[config.mk]
export PLATFORM = sky130hd
export DESIGN_NAME = rc4_arbiter
export DESIGN_NICKNAME = d
export VERILOG_FILES = /design/src/rtl/rc4_arbiter.sv
export SDC_FILE = /design/constraint.sdc
export NUM_CORES = 1
export LEC_CHECK = 0
export ABC_AREA = 1
export CAP_MARGIN = 20
export CORE_AREA = 2 2 85 87
export CTS_CLUSTER_SIZE = 24
export DETAILED_ROUTE_END_ITERATION = 7
export DIE_AREA = 0 0 87 89
export PLACE_DENSITY_LB_ADDON = 0.3
export SKIP_LAST_GASP = 1
export SLEW_MARGIN = 15
export SYNTH_ARGS = -nofsm -noshare
export SYNTH_HDL_FRONTEND = slang
export SYNTH_SLANG_ARGS = --single-unit
[constraint.sdc]
create_clock -name clk -period 2.8 [get_ports clk]
set_clock_uncertainty 0.15 [all_clocks]
set_input_delay 0.28 -clock clk [delete_from_list [all_inputs] [get_ports clk]]
set_output_delay 0.28 -clock clk [all_outputs]
set_load 0.05 [all_outputs]
[src/rtl/rc4_arbiter.sv]
// rtl/rc4_arbiter.sv - two-requester session arbiter in front of an RC4 engine
// Optional engine watchdog enabled by defining RC4_ARB_TIMEOUT_EN.
module rc4_arbiter (
    input  logic       clk,
    input  logic       rst,
    input  logic       req_a,
    input  logic       req_b,
    input  logic [7:0] len_a,
    input  logic [7:0] len_b,
    input  logic [7:0] key_a,
    input  logic [7:0] key_b,
    input  logic [7:0] din_a,
    input  logic [7:0] din_b,
    input  logic       din_valid_a,
    input  logic       din_valid_b,
    output logic       gnt_a,
    output logic       gnt_b,
    output logic [4:0] key_addr,
    output logic       din_ack,
    output logic [7:0] dout_a,
    output logic [7:0] dout_b,
    output logic       dout_valid_a,
    output logic       dout_valid_b,
    output logic       done_a,
    output logic       done_b,
    output logic       err,
    output logic       core_rst,
    output logic       key_valid,
    output logic [7:0] key_in,
    output logic       plain_in_valid,
    output logic [7:0] plain_in,
    input  logic       plain_read,
    input  logic       cipher_write,
    input  logic [7:0] cipher_out
);

    typedef enum logic [2:0] {
        S_IDLE, S_GRANT, S_KEY, S_KSA, S_DATA, S_DRAIN, S_DONE, S_ERR
    } state_t;

    state_t     state_q, state_d;
    logic       owner_q, owner_d;   // 0 = A, 1 = B
    logic       prio_q, prio_d;     // requester preferred on a tie
    logic [7:0] len_q, len_d;
    logic [7:0] sent_q, sent_d;
    logic [7:0] recv_q, recv_d;
    logic [5:0] key_cnt_q, key_cnt_d;
    logic [7:0] dout_a_q, dout_a_d;
    logic [7:0] dout_b_q, dout_b_d;
    logic       dva_q, dva_d;
    logic       dvb_q, dvb_d;
    logic       timeout;

    logic [7:0] own_din;
    logic       own_dv;
    logic [7:0] own_key;
    logic       beat;
    logic       capture;

    assign own_din = owner_q ? din_b : din_a;
    assign own_dv  = owner_q ? din_valid_b : din_valid_a;
    assign own_key = owner_q ? key_b : key_a;
    assign beat    = (state_q == S_DATA) && own_dv && plain_read && (sent_q < len_q);
    assign capture = ((state_q == S_DATA) || (state_q == S_DRAIN)) && cipher_write;

`ifdef RC4_ARB_TIMEOUT_EN
    logic [7:0] wdog_q, wdog_d;

    always_comb begin
        wdog_d = 8'd0;
        if ((state_q == S_KSA) || (state_q == S_DRAIN))
            wdog_d = wdog_q + 8'd1;
    end

    // Fires on the cycle the count would reach 255.
    assign timeout = (wdog_q == 8'd254);

    always_ff @(posedge clk) begin
        if (rst) wdog_q <= 8'd0;
        else     wdog_q <= wdog_d;
    end
`else
    assign timeout = 1'b0;
`endif

    always_ff @(posedge clk) begin
        if (rst) begin
            state_q   <= S_IDLE;
            owner_q   <= 1'b0;
            prio_q    <= 1'b0;
            len_q     <= 8'd0;
            sent_q    <= 8'd0;
            recv_q    <= 8'd0;
            key_cnt_q <= 6'd0;
            dout_a_q  <= 8'd0;
            dout_b_q  <= 8'd0;
            dva_q     <= 1'b0;
            dvb_q     <= 1'b0;
        end else begin
            state_q   <= state_d;
            owner_q   <= owner_d;
            prio_q    <= prio_d;
            len_q     <= len_d;
            sent_q    <= sent_d;
            recv_q    <= recv_d;
            key_cnt_q <= key_cnt_d;
            dout_a_q  <= dout_a_d;
            dout_b_q  <= dout_b_d;
            dva_q     <= dva_d;
            dvb_q     <= dvb_d;
        end
    end

    always_comb begin
        state_d   = state_q;
        owner_d   = owner_q;
        prio_d    = prio_q;
        len_d     = len_q;
        sent_d    = sent_q;
        recv_d    = recv_q;
        key_cnt_d = key_cnt_q;
        dout_a_d  = dout_a_q;
        dout_b_d  = dout_b_q;
        dva_d     = 1'b0;
        dvb_d     = 1'b0;
        case (state_q)
            S_IDLE: begin
                if (req_a || req_b) begin
                    owner_d = (req_a && req_b) ? prio_q : req_b;
                    state_d = S_GRANT;
                end
            end
            S_GRANT: begin
                len_d     = owner_q ? len_b : len_a;
                sent_d    = 8'd0;
                recv_d    = 8'd0;
                key_cnt_d = 6'd0;
                state_d   = S_KEY;
            end
            S_KEY: begin
                key_cnt_d = key_cnt_q + 6'd1;
                if (key_cnt_q == 6'd32) state_d = S_KSA;
            end
            S_KSA: begin
                if (plain_read)   state_d = (len_q == 8'd0) ? S_DONE : S_DATA;
                else if (timeout) state_d = S_ERR;
            end
            S_DATA: begin
                if (beat) begin
                    sent_d = sent_q + 8'd1;
                    if ((sent_q + 8'd1) == len_q) state_d = S_DRAIN;
                end
            end
            S_DRAIN: begin
                if (recv_q == len_q) state_d = S_DONE;
                else if (timeout)    state_d = S_ERR;
            end
            S_DONE, S_ERR: begin
                prio_d  = ~owner_q;
                state_d = S_IDLE;
            end
            default: state_d = S_IDLE;
        endcase
        if (capture) begin
            recv_d = recv_q + 8'd1;
            if (owner_q) begin
                dout_b_d = cipher_out;
                dvb_d    = 1'b1;
            end else begin
                dout_a_d = cipher_out;
                dva_d    = 1'b1;
            end
        end
    end

    // Outputs are forced quiet while rst is high, even before the state register clears.
    always_comb begin
        gnt_a          = 1'b0;
        gnt_b          = 1'b0;
        key_addr       = 5'd0;
        din_ack        = 1'b0;
        dout_a         = 8'd0;
        dout_b         = 8'd0;
        dout_valid_a   = 1'b0;
        dout_valid_b   = 1'b0;
        done_a         = 1'b0;
        done_b         = 1'b0;
        err            = 1'b0;
        core_rst       = 1'b1;
        key_valid      = 1'b0;
        key_in         = 8'd0;
        plain_in_valid = 1'b0;
        plain_in       = 8'd0;
        if (!rst) begin
            core_rst = (state_q == S_GRANT);
            if (state_q != S_IDLE) begin
                gnt_a = ~owner_q;
                gnt_b = owner_q;
            end
            key_valid = (state_q == S_KEY);
            if ((state_q == S_KEY) && (key_cnt_q != 6'd0)) begin
                key_addr = 5'(key_cnt_q - 6'd1);
                key_in   = own_key;
            end
            if (state_q == S_DATA) plain_in = own_din;
            plain_in_valid = beat;
            din_ack        = beat;
            dout_a         = dout_a_q;
            dout_b         = dout_b_q;
            dout_valid_a   = dva_q;
            dout_valid_b   = dvb_q;
            done_a         = (state_q == S_DONE) && !owner_q;
            done_b         = (state_q == S_DONE) && owner_q;
`ifdef RC4_ARB_TIMEOUT_EN
            err            = (state_q == S_ERR);
`endif
        end
    end

endmodule

==> results of run 1 <==
==> worst max-delay path, cell delays in order, from the launching register on <==
cell     delay [ns]
dfxtp_1        0.44
inv_1          0.10
ha_1           0.31
a21oi_1        0.18
o21a_1         0.14
nand2_1        0.08
nor2_4         0.13
inv_2          0.07
nor2_1         0.12
buf_4          0.22
==> power groups by stage <==
| stage | registers, uW | clock network (uW) | logic [uW] |
|---|---|---|---|
| global placement | 1050 | 0 | 1560 |
| CTS | 1040 | 457 | 1610 |
| detailed placement | 1060 | 0 | 1600 |
| floorplan | 1010 | 0 | 1080 |
| global route | 1070 | 485 | 1790 |
| finish | 1050 | 457 | 1620 |
==> state kept, by name, summed over array words and instances (netlist names) <==
| signal | cells |
|---|---|
| dout_a_q | 8 |
| dout_b_q | 8 |
| dva_q | 1 |
| dvb_q | 1 |
| key_cnt_q | 6 |
| len_q | 8 |
| owner_q | 1 |
| prio_q | 1 |
| recv_q | 8 |
| sent_q | 8 |
| state_q | 3 |
==> final cells by class <==
| cell class | instances | area, um2 | area share |
|---|---|---|---|
| sequential | 53 | 1060 | 0.211 |
| tap | 80 | 100 | 0.0199 |
| timing repair buffer | 118 | 1610 | 0.319 |
| multi-input combinational | 374 | 1890 | 0.376 |
| inverter | 75 | 282 | 0.0559 |
| clock buffer | 6 | 82.6 | 0.0164 |
| clock inverter | 1 | 7.51 | 0.00149 |
==> per-stage QoR <==
stage,utilization,worst slack [ns],area [um2],cells
2_1_floorplan,-,0.128,3340,525
3_3_place_gp,0.736,0.649,4940,700
3_5_place_dp,0.736,0.555,4940,700
6_report,0.749,0.243,5030,707
4_1_cts,0.749,0.239,5030,707
5_1_grt,0.749,0.124,5030,707
==> logic make-up after synthesis <==
kind of cell / count (synthesis)
flip-flops: 53
AO/OA/AOI/OAI: 114
other: 1
adder cells (fa/ha/maj): 13
buffers and inverters: 98
XOR/XNOR: 2
AND/OR/NAND/NOR: 244
==> synthesized netlist by cell type, types with 2 or more instances <==
cell type,n
buf_4,2
nor3_1,13
buf_2,4
nand3_1,43
a21oi_1,53
o21ai_0,30
nor2_2,3
dfxtp_1,53
a31oi_1,8
clkbuf_1,14
nand2_2,4
nor2_1,47
or2_2,2
nand2_1,120
nand4_1,7
xnor2_1,2
o211ai_1,2
ha_1,13
inv_1,71
inv_2,3
o32ai_1,8
a211oi_1,8
==> per-layer routing <==
layer	vias up	wire length, um	GRT usage
li1	1932	-	-
met2	134	5400	0.516
met4	0	225	0.0753
met5	-	0	0
met3	22	596	0.0526
met1	1738	4170	0.318
==> how the worst max path moves through the flow <==
stage | from | end | slack, ns | cells past startpoint
after floorplan | len_q[7] | plain_in_valid | 0.13 | 9
after global placement | len_q[7] | din_ack | 0.65 | 9
after detailed placement | rst | key_in[2] | 0.56 | 6
after CTS | len_q[7] | plain_in_valid | 0.24 | 9
after global routing | len_q[7] | din_ack | 0.12 | 9
final | len_q[7] | plain_in_valid | 0.24 | 9
==> results_dict.tcl, run 1 <==
set metrics [dict create \
    status "completed" \
    ctsRootBufferMaster "clkbuf_8" \
    wl_per_cell_um 14.7 \
    ys_seq_elements 53 \
    r2r_slack_ns 0.66 \
    synth_cell_types 37 \
    p_clk_frac 0.146 \
    final_common_cell "nand2_1" \
    drc 0 \
    clk_pin_slew_worst_paths_ns 0.10 \
    slew_violations 0 \
    via_count 3826 \
    grt_use_total 0.275 \
    first_iter_violations 235 \
    netlist_top_cells_area "dfxtp_1 (32%), nand2_1 (13%), inv_1 (8.0%)" \
    grt_pass1_wl_mm 17.0 \
    place.port_buffers 110 \
    fin_crit_sh 0.913 \
    rsz0062_at_grt "no" \
    synth_adder_area_share 0.0487 \
    die_width_um 87 \
    setup_viol 0 \
    synth_compound_area_frac 0.194 \
    hold_class "flop to flop" \
    slew_headroom 0.640 \
    ant_nets 0 \
    drv_cap 0 \
    clk_path_buf_depth 2 \
    core_area_um2 6720 \
    initial_core_util 0.498 \
    p_switching_uw 1420 \
    async_flop_share 0 \
    worst_slew_pin_slew_ns 0.539 \
    worstSkewPairLatency_ns 0.31 \
    hold-path-cell-count 2 \
    mostFrequentLayoutCells "nand2_1 (120), inv_1 (71), clkdlybuf4s50_1 (63)" \
    numCtsBuffers 5 \
    combPwrFrac 0.519 \
    p_leak_uw 0.00203 \
    ff2ff_path_depth 11 \
    via_per_inst 5.41 \
    n_fill_cell 512 \
    cp_max_fo 4 \
    cts_tree "yes" \
    cts-hold-fix-buffers 0 \
    p_int_uw 1710 \
    hold_viol 0 \
    dpl.hpwl_mm 8.15 \
    grt_antenna_before_repair 0 \
    drive_above_1_share 0.124 \
    yosysWarnings 0 \
    crit_required_ns 2.37 \
    cts_sinks 53 \
    io_pins 112 \
    synth_flop_cell "dfxtp_1" \
    die_area_um2 7740 \
    routabilityCongestion 1.00 \
    whs_ns 0.310 \
    dr.pass1.iters 5 \
    yosys.area_share.xor_xnor 0.00524 \
    synthSimpleGateAreaFrac 0.317 \
    synthesis.area_um2 3340 \
    min_from "dout_b_q[0]" \
    start_kind "flop" \
    netlist_instances 525 \
    worstSetupPathType "flop to primary output" \
    fin_crit_ns 2.56 \
    peakVddDrop_mv 0.394 \
    timing.rr.end "sent_q[0]" \
    nNetsFinal 704 \
    synth.avg_cell_area_um2 6.37 \
    switching_share 0.452 \
    h-tree-depth 2 \
    yosysTopAreaCellShare 0.317 \
    worstSetupEndpointType "primary output" \
    cts_resized 0 \
    area_growth_syn_to_layout_pct 50.5 \
    synth_top_family_by_area "simple AND/OR/NAND/NOR gates" \
    die_h_um 89 \
    worst_ep_arrival_time_ns 2.13 \
    fp-row-count 30 \
    seq_power_share 0.335 \
    yosysSeqAreaShare 0.317 \
    clock.fmax_ghz 0.391 \
    min_to "dout_b_q[0]" \
    yosys-mux-area-fraction 0 \
    cts_setup_buffers 0 \
    synth_nets 602 \
    grt_pass1_vias 3726 \
    synth_edf_count 0 \
    powerDensity_nw_per_um2 622 \
    synth_top_cell_by_area "dfxtp_1" \
    fin_tns_setup_ns 0 \
    overflow 0 \
    p_total_uw 3130 \
    r2r_start "len_q[7]" \
    n_antenna_cell 0 \
    grt_max_degree 37 \
    routed_wirelength_mm 10.4 \
]
No activity file was read; power rests on OpenSTA's default activity.
==> run 2: changes to the inputs <==
Settings changed: TNS_END_PERCENT from default to 5.
==> results of run 2 <==
Final layout, timing and power as in run 1 (identical DEF).
